--- src/rtl/rx_byte_fifo.sv ---
// rtl/rx_byte_fifo.sv - receive-side byte FIFO with registered flags, fill level and sticky errors
//
// Buffers analysed bytes from the byte analyser for the host read port.
// Optional feature macro: RX_FIFO_ALMOST_FULL_EN (registered almost-full flag).
//
// Ports:
//   clk              system clock, rising edge
//   rst              asynchronous reset, active-high
//   n_we_i           write strobe, active-low, one byte per low cycle
//   data_i           write data, sampled when n_we_i = 0
//   p_full_o         FIFO full (count == depth), registered
//   n_re_i           read strobe, active-low, one byte per low cycle
//   data_o           read data, registered, valid the cycle after an accepted read
//   p_empty_o        FIFO empty (count == 0), registered
//   count_o          current fill level, 0..depth
//   p_clear_i        synchronous flush, active-high, overrides same-cycle read/write
//   p_overflow_o     sticky: write attempted while full and not accepted
//   p_underflow_o    sticky: read attempted while empty
//   p_almost_full_o  count >= AFULL_LEVEL (macro build only, else tied 0)

module rx_byte_fifo #(
    parameter int DATA_WIDTH  = 8,
    parameter int ADDR_WIDTH  = 4,
    parameter int AFULL_LEVEL = 12
) (
    input  logic                  clk,
    input  logic                  rst,
    input  logic                  n_we_i,
    input  logic [DATA_WIDTH-1:0] data_i,
    output logic                  p_full_o,
    input  logic                  n_re_i,
    output logic [DATA_WIDTH-1:0] data_o,
    output logic                  p_empty_o,
    output logic [ADDR_WIDTH:0]   count_o,
    input  logic                  p_clear_i,
    output logic                  p_overflow_o,
    output logic                  p_underflow_o,
    output logic                  p_almost_full_o
);

    localparam int DEPTH = 1 << ADDR_WIDTH;
    localparam logic [ADDR_WIDTH:0] PTR_ONE = (ADDR_WIDTH+1)'(1);

    logic [DATA_WIDTH-1:0] mem [DEPTH];

    logic [ADDR_WIDTH:0]   wr_ptr_q, wr_ptr_d;
    logic [ADDR_WIDTH:0]   rd_ptr_q, rd_ptr_d;
    logic [ADDR_WIDTH:0]   count_q, count_d;
    logic                  full_q, full_d;
    logic                  empty_q, empty_d;
    logic                  overflow_q, overflow_d;
    logic                  underflow_q, underflow_d;
    logic [DATA_WIDTH-1:0] data_q, data_d;

    logic                  rd_acc;
    logic                  wr_acc;
    logic [ADDR_WIDTH-1:0] wr_addr;
    logic [ADDR_WIDTH-1:0] rd_addr;

    assign wr_addr = wr_ptr_q[ADDR_WIDTH-1:0];
    assign rd_addr = rd_ptr_q[ADDR_WIDTH-1:0];

    // A flush swallows any same-cycle strobes, so acceptance is gated by it.
    // A read frees a slot this edge, which lets a write into a full FIFO.
    always_comb begin
        rd_acc = !n_re_i && !empty_q && !p_clear_i;
        wr_acc = !n_we_i && (!full_q || rd_acc) && !p_clear_i;
    end

    always_comb begin
        wr_ptr_d    = wr_ptr_q;
        rd_ptr_d    = rd_ptr_q;
        overflow_d  = overflow_q;
        underflow_d = underflow_q;
        data_d      = data_q;

        if (p_clear_i) begin
            wr_ptr_d    = '0;
            rd_ptr_d    = '0;
            overflow_d  = 1'b0;
            underflow_d = 1'b0;
        end else begin
            if (wr_acc) begin
                wr_ptr_d = wr_ptr_q + PTR_ONE;
            end
            if (rd_acc) begin
                rd_ptr_d = rd_ptr_q + PTR_ONE;
                data_d   = mem[rd_addr];
            end
            if (!n_we_i && !wr_acc) begin
                overflow_d = 1'b1;
            end
            if (!n_re_i && empty_q) begin
                underflow_d = 1'b1;
            end
        end

        // Flags come from the next pointers so they are registered yet
        // reflect the state after this edge without a strobe-to-flag path.
        count_d = wr_ptr_d - rd_ptr_d;
        empty_d = (wr_ptr_d == rd_ptr_d);
        full_d  = (wr_ptr_d[ADDR_WIDTH-1:0] == rd_ptr_d[ADDR_WIDTH-1:0]) &&
                  (wr_ptr_d[ADDR_WIDTH] != rd_ptr_d[ADDR_WIDTH]);
    end

    always_ff @(posedge clk or posedge rst) begin
        if (rst) begin
            wr_ptr_q    <= '0;
            rd_ptr_q    <= '0;
            count_q     <= '0;
            full_q      <= 1'b0;
            empty_q     <= 1'b1;
            overflow_q  <= 1'b0;
            underflow_q <= 1'b0;
            data_q      <= '0;
        end else begin
            wr_ptr_q    <= wr_ptr_d;
            rd_ptr_q    <= rd_ptr_d;
            count_q     <= count_d;
            full_q      <= full_d;
            empty_q     <= empty_d;
            overflow_q  <= overflow_d;
            underflow_q <= underflow_d;
            data_q      <= data_d;
        end
    end

    // Storage is not reset; only entries between the pointers are ever read.
    always_ff @(posedge clk) begin
        if (wr_acc) begin
            mem[wr_addr] <= data_i;
        end
    end

`ifdef RX_FIFO_ALMOST_FULL_EN
    localparam logic [ADDR_WIDTH:0] AFULL_CNT = AFULL_LEVEL[ADDR_WIDTH:0];

    logic almost_full_q, almost_full_d;

    always_comb begin
        almost_full_d = (count_d >= AFULL_CNT);
    end

    always_ff @(posedge clk or posedge rst) begin
        if (rst) begin
            almost_full_q <= 1'b0;
        end else begin
            almost_full_q <= almost_full_d;
        end
    end

    assign p_almost_full_o = almost_full_q;
`else
    assign p_almost_full_o = 1'b0;
`endif

    assign p_full_o      = full_q;
    assign p_empty_o     = empty_q;
    assign count_o       = count_q;
    assign p_overflow_o  = overflow_q;
    assign p_underflow_o = underflow_q;
    assign data_o        = data_q;

endmodule

--- config.mk ---
export PLATFORM = sky130hd
export DESIGN_NAME = rx_byte_fifo
export DESIGN_NICKNAME = d
export VERILOG_FILES = /design/src/rtl/rx_byte_fifo.sv
export SDC_FILE = /design/constraint.sdc
export NUM_CORES = 1
export LEC_CHECK = 0
export CORE_UTILIZATION = 67
export CTS_BUF_LIST = sky130_fd_sc_hd__clkbuf_4 sky130_fd_sc_hd__clkbuf_8
export DETAILED_ROUTE_END_ITERATION = 8
export PLACE_DENSITY_LB_ADDON = 0.3
export SLEW_MARGIN = 10
export SYNTH_ARGS = -nofsm -noshare
export SYNTH_HDL_FRONTEND = slang
export SYNTH_SLANG_ARGS = --single-unit
--- constraint.sdc ---
create_clock -name clk -period 3.5 [get_ports clk]
set_clock_uncertainty 0.15 [all_clocks]
set_input_delay 1.05 -clock clk [delete_from_list [all_inputs] [get_ports clk]]
set_output_delay 1.05 -clock clk [all_outputs]
set_load 0.005 [all_outputs]
# After elaboration in Yosys (flattened, before gate mapping)
# Memories as Yosys holds them, arrays and structs flattened. A register that Yosys moved wholly into a read port is not among the register bits.
# Index checks and enable logic that the tools add are counted.
# word_totals
output_inout_bits	18
rom_bits	0
inputBits	13
latch_bits	0
regBits	19
ram_bits	128
n_memories	1
# classes
div	0
bitwise_logic	1
addsub	3
n_eq_ne	3
muxes	10
n_reduce_logical	17
shifts	0
n_lt_le_gt_ge	0
mul	0
# mem_list
name	words	width	read_ports	rd_clocked_by_memory_dff	write_ports	line_no	text
mem	16	8	1	1	1	44	logic [DATA_WIDTH-1:0] mem [DEPTH];
# ops
operator	count
$mux 5	4
$add 5x1->5 const B	2
$logic_and 1x1->1	7
$logic_not 1->1	6
$mux 1	6
$eq 5x5->1	1
$sub 5x5->5	1
$eq 4x4->1	1
$reduce_bool 2->1	2
$reduce_and 2->1	1
$logic_or 1x1->1	1
$ne 1x1->1	1
$not 1->1	1

# Logic depth before layout (Yosys ltp)
# depth
ltp_word	10
depth_mapped	10
depth_no_buf	10

# Least setup slack after synthesis
# No wires, ideal clock.
# synth_timing
path_type	input to register
startpoint	input n_re_i
endpoint	memory mem[12][0] (enable)
n_path_buf	1
setup_time_ps	395
t_arrival_ps	2497
cell_stages	4
path_slack_ps	458
required_time_ps	2955
path_cell_list	o21a_2 > or2_1 > clkbuf_1 > nor4_1
# synth_via
elab_chain_len	8
# synth_lines
item	line_no	text
start, declared	31	input logic n_re_i,
$logic_not 1->1	66	rd_acc = !n_re_i && !empty_q && !p_clear_i;
$logic_and 1x1->1 (2 in a row)	66	
$logic_or 1x1->1	67	wr_acc = !n_we_i && (!full_q || rd_acc) && !p_clear_i;
$logic_and 1x1->1 (2 in a row)	67	
$mux 1	130	if (wr_acc) begin
$mux 1 (not written as such)	131	mem[wr_addr] <= data_i;
end, declared	44	
# Every way passes these cells.

# Worst setup path after layout
# layout_timing
startpoint	input n_re_i
endpoint	register count_q[4], in the netlist count_o[4]
# layout_via
elab_chain_len	9
word_cells_on_any_way	11
classes_between	add/sub (1); mux (4); reduce/logical (6)
# layout_lines
item	line_no	text
$logic_not 1->1 *	66	
$logic_and 1x1->1 * (2 in a row)	66	
$logic_or 1x1->1	67	
$logic_and 1x1->1 (2 in a row)	67	
$mux 5	83	if (wr_acc) begin
$mux 5	77	if (p_clear_i) begin
$sub 5x5->5 *	100	count_d = wr_ptr_d - rd_ptr_d;
via count_d[4]	48	logic [ADDR_WIDTH:0] count_q, count_d;
end signal, assigned	119	count_q <= count_d;
end, declared	48	
# The timed path passes the listed nets; every way through them passes the cells marked *.
# A chain may end at the register's enable or synchronous reset.

==> reports/qor.csv <==
metric,value,unit
worst_slack,0.334,ns
path_max_fanout,4,
cts_buffer_depth,2,
cts_sinks,155,
cp.required,3.66,ns
synth_area,6260,sq um
dieArea,9730,sq um
grt_setup_unrepaired,no,
grt_first_pass_wirelength,19800,um
dieHeight,98.7,um
cts_root_buffer,clkbuf_8,
synth_flop_cell,edfxtp_1,
clk_latency,0.44,ns
ir_drop,0.322,mV
totalWireLength,12500,um
dr_wl_met3,805,um
layout_worst_path_cycle_share,0.905,
layout_commonest_cell,edfxtp_1,
crit_path_end_kind,register,
gp_congestion,0.835,
drtIter0Drc,259,
placed_cell_area,6950,sq um
p_int,3.19,mW
cts-resized-gates,0,
slew_violations,0,
yosysSeqAreaShare,0.722,
synth_area_per_cell,18.1,sq um
core,8890,sq um
finalHoldViolCount,0,
top_layer_used,met4,
min_period,3.17,ns
final_cell_mix,"edfxtp_1, mux4_2, buf_4",
setup.worst_path.class,input pin to register,
antenna_found_initial,0,
synth_seq_cells,155,
synthToLayoutAreaGrowth,17.7,%
syn_nets,369,
grt_max_degree,33,
dr_wl_met2,6560,um
n_antenna_cell,0,
grt_overflow,0,
switchingPower,0.997,mW
grt_usage,0.292,
status,"complete, no violations",
ios,31,
finalPower,4.19,mW
vias_per_cell,6.31,
yosys-top-cells-area,"edfxtp_1, mux4_2, dfrtp_1, mux2i_1, ha_1",
final-setup-viol-count,0,
drc,0,
cts_buffers,17,
ant_nets,0,
vias,3370,
startpoint_type,input pin,
grt_pass1_vias,3658,
powerDensity,568,nW/um^2
floorplan.initialDensity,0.704,
fmax,316,MHz
synth_warnings,0,
p_leak,2.58,nW
tightest_slew,0.626,ns
cts_setup_buffers,0,
r2r_start,rd_ptr_q[0],
cts_hold_buffers,0,
postSynth.asyncResetShare,0.174,
dp_hpwl,8110,um
min_from,p_overflow_o,
worstPathCellList,clkdlybuf4s50_1 > o21a_2 > nor2_1 > xnor2_1 > or2_1 > ha_1 > fa_1 > inv_1 > a21o_1 > a21oi_1 > xor2_1,
crit_arrival,3.33,ns
tritoncts,yes,
crit_slowest_cell,clkdlybuf4s50_1,
nNetsFinal,436,
synth_cell_types,41,
clockPowerShare,0.333,
h-tree-depth,4,
syn-instance-count,346,
placement.io_buffers,29,
synth_top_cell_by_area,edfxtp_1,
switching_share,0.238,
synth-edff-count,128,
maxCapViolCount,0,
slew_headroom,0.579,
startpoint,n_re_i,
clk_pin_slew,0.08,ns
seq_power_share,0.518,
drive_above_1_share,0.263,
critPathMaxStageDelay,0.46,ns
rows,34,
wl_per_cell,23.5,um
wl_met1,4820,um
dieWidth,98.7,um
dr.pass1.iters,5,
finalInstanceArea,7370,sq um
pre_cts_ws,-0.0502,ns
synthDominantCellAreaShare,0.614,
power.share.combinational,0.149,
hold_class,register to register,
## cells in the mapped netlist, types with 2 or more instances
master    count
edfxtp_1    128
mux4_2       32
dfrtp_1      26
nor2_1       20
inv_1        18
mux2i_1      18
a21oi_1      13
clkbuf_1      9
ha_1          9
and2_1        8
o21ai_1       8
buf_2         5
nor4_1        5
xor2_1        5
nand2_1       4
xnor2_1       4
nand4_1       3
or2_1         3
or2_2         3
a21o_1        2
buf_1         2
nor3_1        2
## sequential cells by signal, indices dropped and copies added, names as in the netlist
signal         flops
mem              128
data_o             8
count_o            5
rd_ptr_q           5
wr_ptr_q           5
p_empty_o          1
p_full_o           1
p_overflow_o       1
p_underflow_o      1
## worst max-delay path: cells and delay by family
kind	cells	cell delay [ns]
buf+inv	2	0.53
xor+xnor	2	0.26
compound gates	3	0.40
simple gates	2	0.42
fa+ha+maj	2	0.65
## layer usage
layer  GRT usage  vias up
li1            -     1466
met1       0.376     1726
met2       0.485      149
met3      0.0752       29
met4       0.122        0
met5           0        -
## area by class of cell
class | instances | area, sq um
Clock buffer | 20 | 256
Clock inverter | 12 | 164
Fill cell | 409 | 1530
Inverter | 18 | 67.6
Multi-Input combinational cell | 156 | 1610
Sequential cell | 155 | 4520
Tap cell | 108 | 135
Timing Repair Buffer | 65 | 611
## power by group through the flow
stage | registers [mW] | clock network (mW) | logic (mW)
2_1_floorplan | 2.18 | 0 | 0.350
3_3_place_gp | 2.20 | 0 | 0.597
3_5_place_dp | 2.21 | 0 | 0.628
4_1_cts | 2.17 | 1.41 | 0.634
5_1_grt | 2.18 | 1.49 | 0.676
6_report | 2.17 | 1.39 | 0.625
## logic make-up (layout without fill, tap and decap cells)
family | after synthesis | in the layout | share of synthesized area
other | 1 | 1 | 0.000599
adder cells (fa/ha/maj) | 10 | 10 | 0.0212
AND/OR/NAND/NOR | 55 | 55 | 0.0476
buffers and inverters | 35 | 115 | 0.0226
AO/OA/AOI/OAI | 31 | 31 | 0.0294
multiplexers | 50 | 50 | 0.144
flip-flops | 155 | 155 | 0.722
XOR/XNOR | 9 | 9 | 0.0126
## path summary, 6_finish.rpt
| path | end | slack [ns] | cells past startpoint |
|---|---|---|---|
| hold / removal | p_overflow_o | 0.37 | 2 |
| hold reg to reg | p_overflow_o | 0.37 | 2 |
| min in group asynchronous | p_underflow_o | 0.83 | 3 |
| max in group asynchronous | p_empty_o | 2.05 | 3 |
| setup reg to reg | count_o[4] | 0.84 | 8 |
| setup / recovery | count_o[4] | 0.33 | 11 |
## stage by stage
step           hold WS (ns)  TNS, ns  std cells   util
2_1_floorplan         0.336        0        346      -
3_3_place_gp          0.330        0        502  0.781
3_5_place_dp          0.356   -0.336        502  0.781
4_1_cts               0.375        0        534  0.828
5_1_grt               0.395        0        534  0.828
6_report              0.371        0        534  0.828
Power figures use the tool's default switching activity.
==> edit: new RTL, config.mk and constraints unchanged <==
The parameter `ADDR_WIDTH` goes from 4 to 6.
--- a/src/rtl/rx_byte_fifo.sv
+++ b/src/rtl/rx_byte_fifo.sv
@@ -20,7 +20,7 @@
 
 module rx_byte_fifo #(
     parameter int DATA_WIDTH  = 8,
-    parameter int ADDR_WIDTH  = 4,
+    parameter int ADDR_WIDTH  = 6,
     parameter int AFULL_LEVEL = 12
 ) (
     input  logic                  clk,
Interface: changed (resized count_o); port bits go from 31 to 33. No check against the original RTL was run, so the function may have changed too.
==> edit against the original RTL <==
- global-route usage rose by 0.39 points
- area after synthesis rose to 3.4 times the old value
- non-clock buffer count rose by 99
- via count rose to 3.4 times the old value
- critical path type unchanged
- total power rose to 3.2 times the old value
- first-iteration DRC count rose to 5.6 times the old value
- critical path depth rose by 2
- wire length rose to 3.7 times the old value
- register-to-register slack got worse by 0.47 ns
- highest routed layer unchanged
- cell count rose to 3.3 times the old value
- setup slack got worse by 0.23 ns
- cell area rose to 3.3 times the old value
- sequential cell count rose by 390
==> edit: results (changes against the original RTL) <==
Routed wire length: 46800 µm (+270%)
Nets: 1341 (+210%)
Top cells by count, synth: edfxtp_1 (512), nor2_1 (97), mux4_2 (96)
Reg-to-Reg Start: rd_ptr_q[3]$_DFF_PP0_
Total GRT Usage: 29.6% (+0.39 points)
DP Worst Slack: -0.556 ns (-0.506 ns)
R2r setup slk: 0.37 ns (-0.47 ns)
Peak supply drop: 0.508 mV (+58%)
Finished Layout Cells: 1786 (+230%)
CTS Buffer Depth: 3 (+1)
Critical Path Max Stage Delay: 0.50 ns (+0.04 ns)
H-tree levels: 3 (-1)
WHS: 0.393 ns (+0.0223 ns)
WP data arrival: 3.74 ns (+0.41 ns)
Lkg Pwr: 8.07 nW (+210%)
Syn_nets: 1153 (+210%)
Largest register FFs: 512 (+300%)
Syn avg cell area: 19.0 µm² (+5.3%)
Layout cells sized above 1: 27.7% (+1.4 points)
Gpl congestion: 0.935 (+12%)
RR Endpoint: data_o[1]$_DFFE_PP0P_
Mean number of vias per cell: 6.47 (+2.6%)
1st-iter DRT viols: 1462 (+460%)
Later-pin clock latency in the skew report: 0.63 ns (+0.19 ns)
DP Area: 23100 µm² (+230%)
Cell family with most CP delay: simple AND/OR/NAND/NOR gates
Status: finished clean
Total CTS buffers: 81 (+64)
Drt pass-1 iters: 8 (+3)
-- edit: layout make-up --
cell class | count | area, µm² | area share (%)
Clock buffer | 116 | 1390 | 5.64
Inverter | 14 | 52.6 | 0.213
Antenna cell | 1 | 2.50 | 0.0102
Sequential cell | 545 | 16200 | 65.8
Multi-Input combinational cell | 513 | 4960 | 20.1
Tap cell | 402 | 503 | 2.04
Clock inverter | 31 | 176 | 0.716
Timing Repair Buffer | 164 | 1340 | 5.45
-- edit: kinds of logic (layout without fill, tap and decap cells) --
group	Yosys count	count (layout)	share of synthesized area, %
muxes	170	170	13.5
AOI/OAI and AO/OA	133	133	4.26
adders and majority gates	9	9	0.558
other	1	2	0.0174
xor gates and xnor gates	17	17	0.726
and+or+nand+nor	183	183	4.00
buffers and inverters	73	325	1.77
DFF	545	545	75.2
-- edit: per-layer routing --
layer / track usage, % / part of all wire (%) / vias up
met5: 0 / 0 / -
met4: 11.0 / 3.2 / 0
met3: 5.54 / 8.3 / 113
met2: 46.5 / 49 / 608
met1: 42.4 / 40 / 5908
li1: - / - / 4934
-- edit: where the power goes --
group | switching (mW) | internal (mW) | total (mW)
Combinational | 0.541 | 0.537 | 1.08
Sequential | 0.0956 | 7.22 | 7.31
Clock | 2.31 | 2.64 | 4.95
Total | 2.94 | 10.4 | 13.3
-- edit: worst max path at each step --
stage                   start              endpoint  slack (ns)  cells after the start
floorplan           p_clear_i  count_o[6]$_DFF_PP0_        0.15                     12
global route        p_clear_i  count_o[6]$_DFF_PP0_        0.06                     13
CTS                 p_clear_i  count_o[6]$_DFF_PP0_        0.09                     13
global placement    p_clear_i  count_o[6]$_DFF_PP0_       -0.46                     13
detailed placement  p_clear_i  count_o[6]$_DFF_PP0_       -0.56                     13
finish              p_clear_i  count_o[6]$_DFF_PP0_        0.11                     13
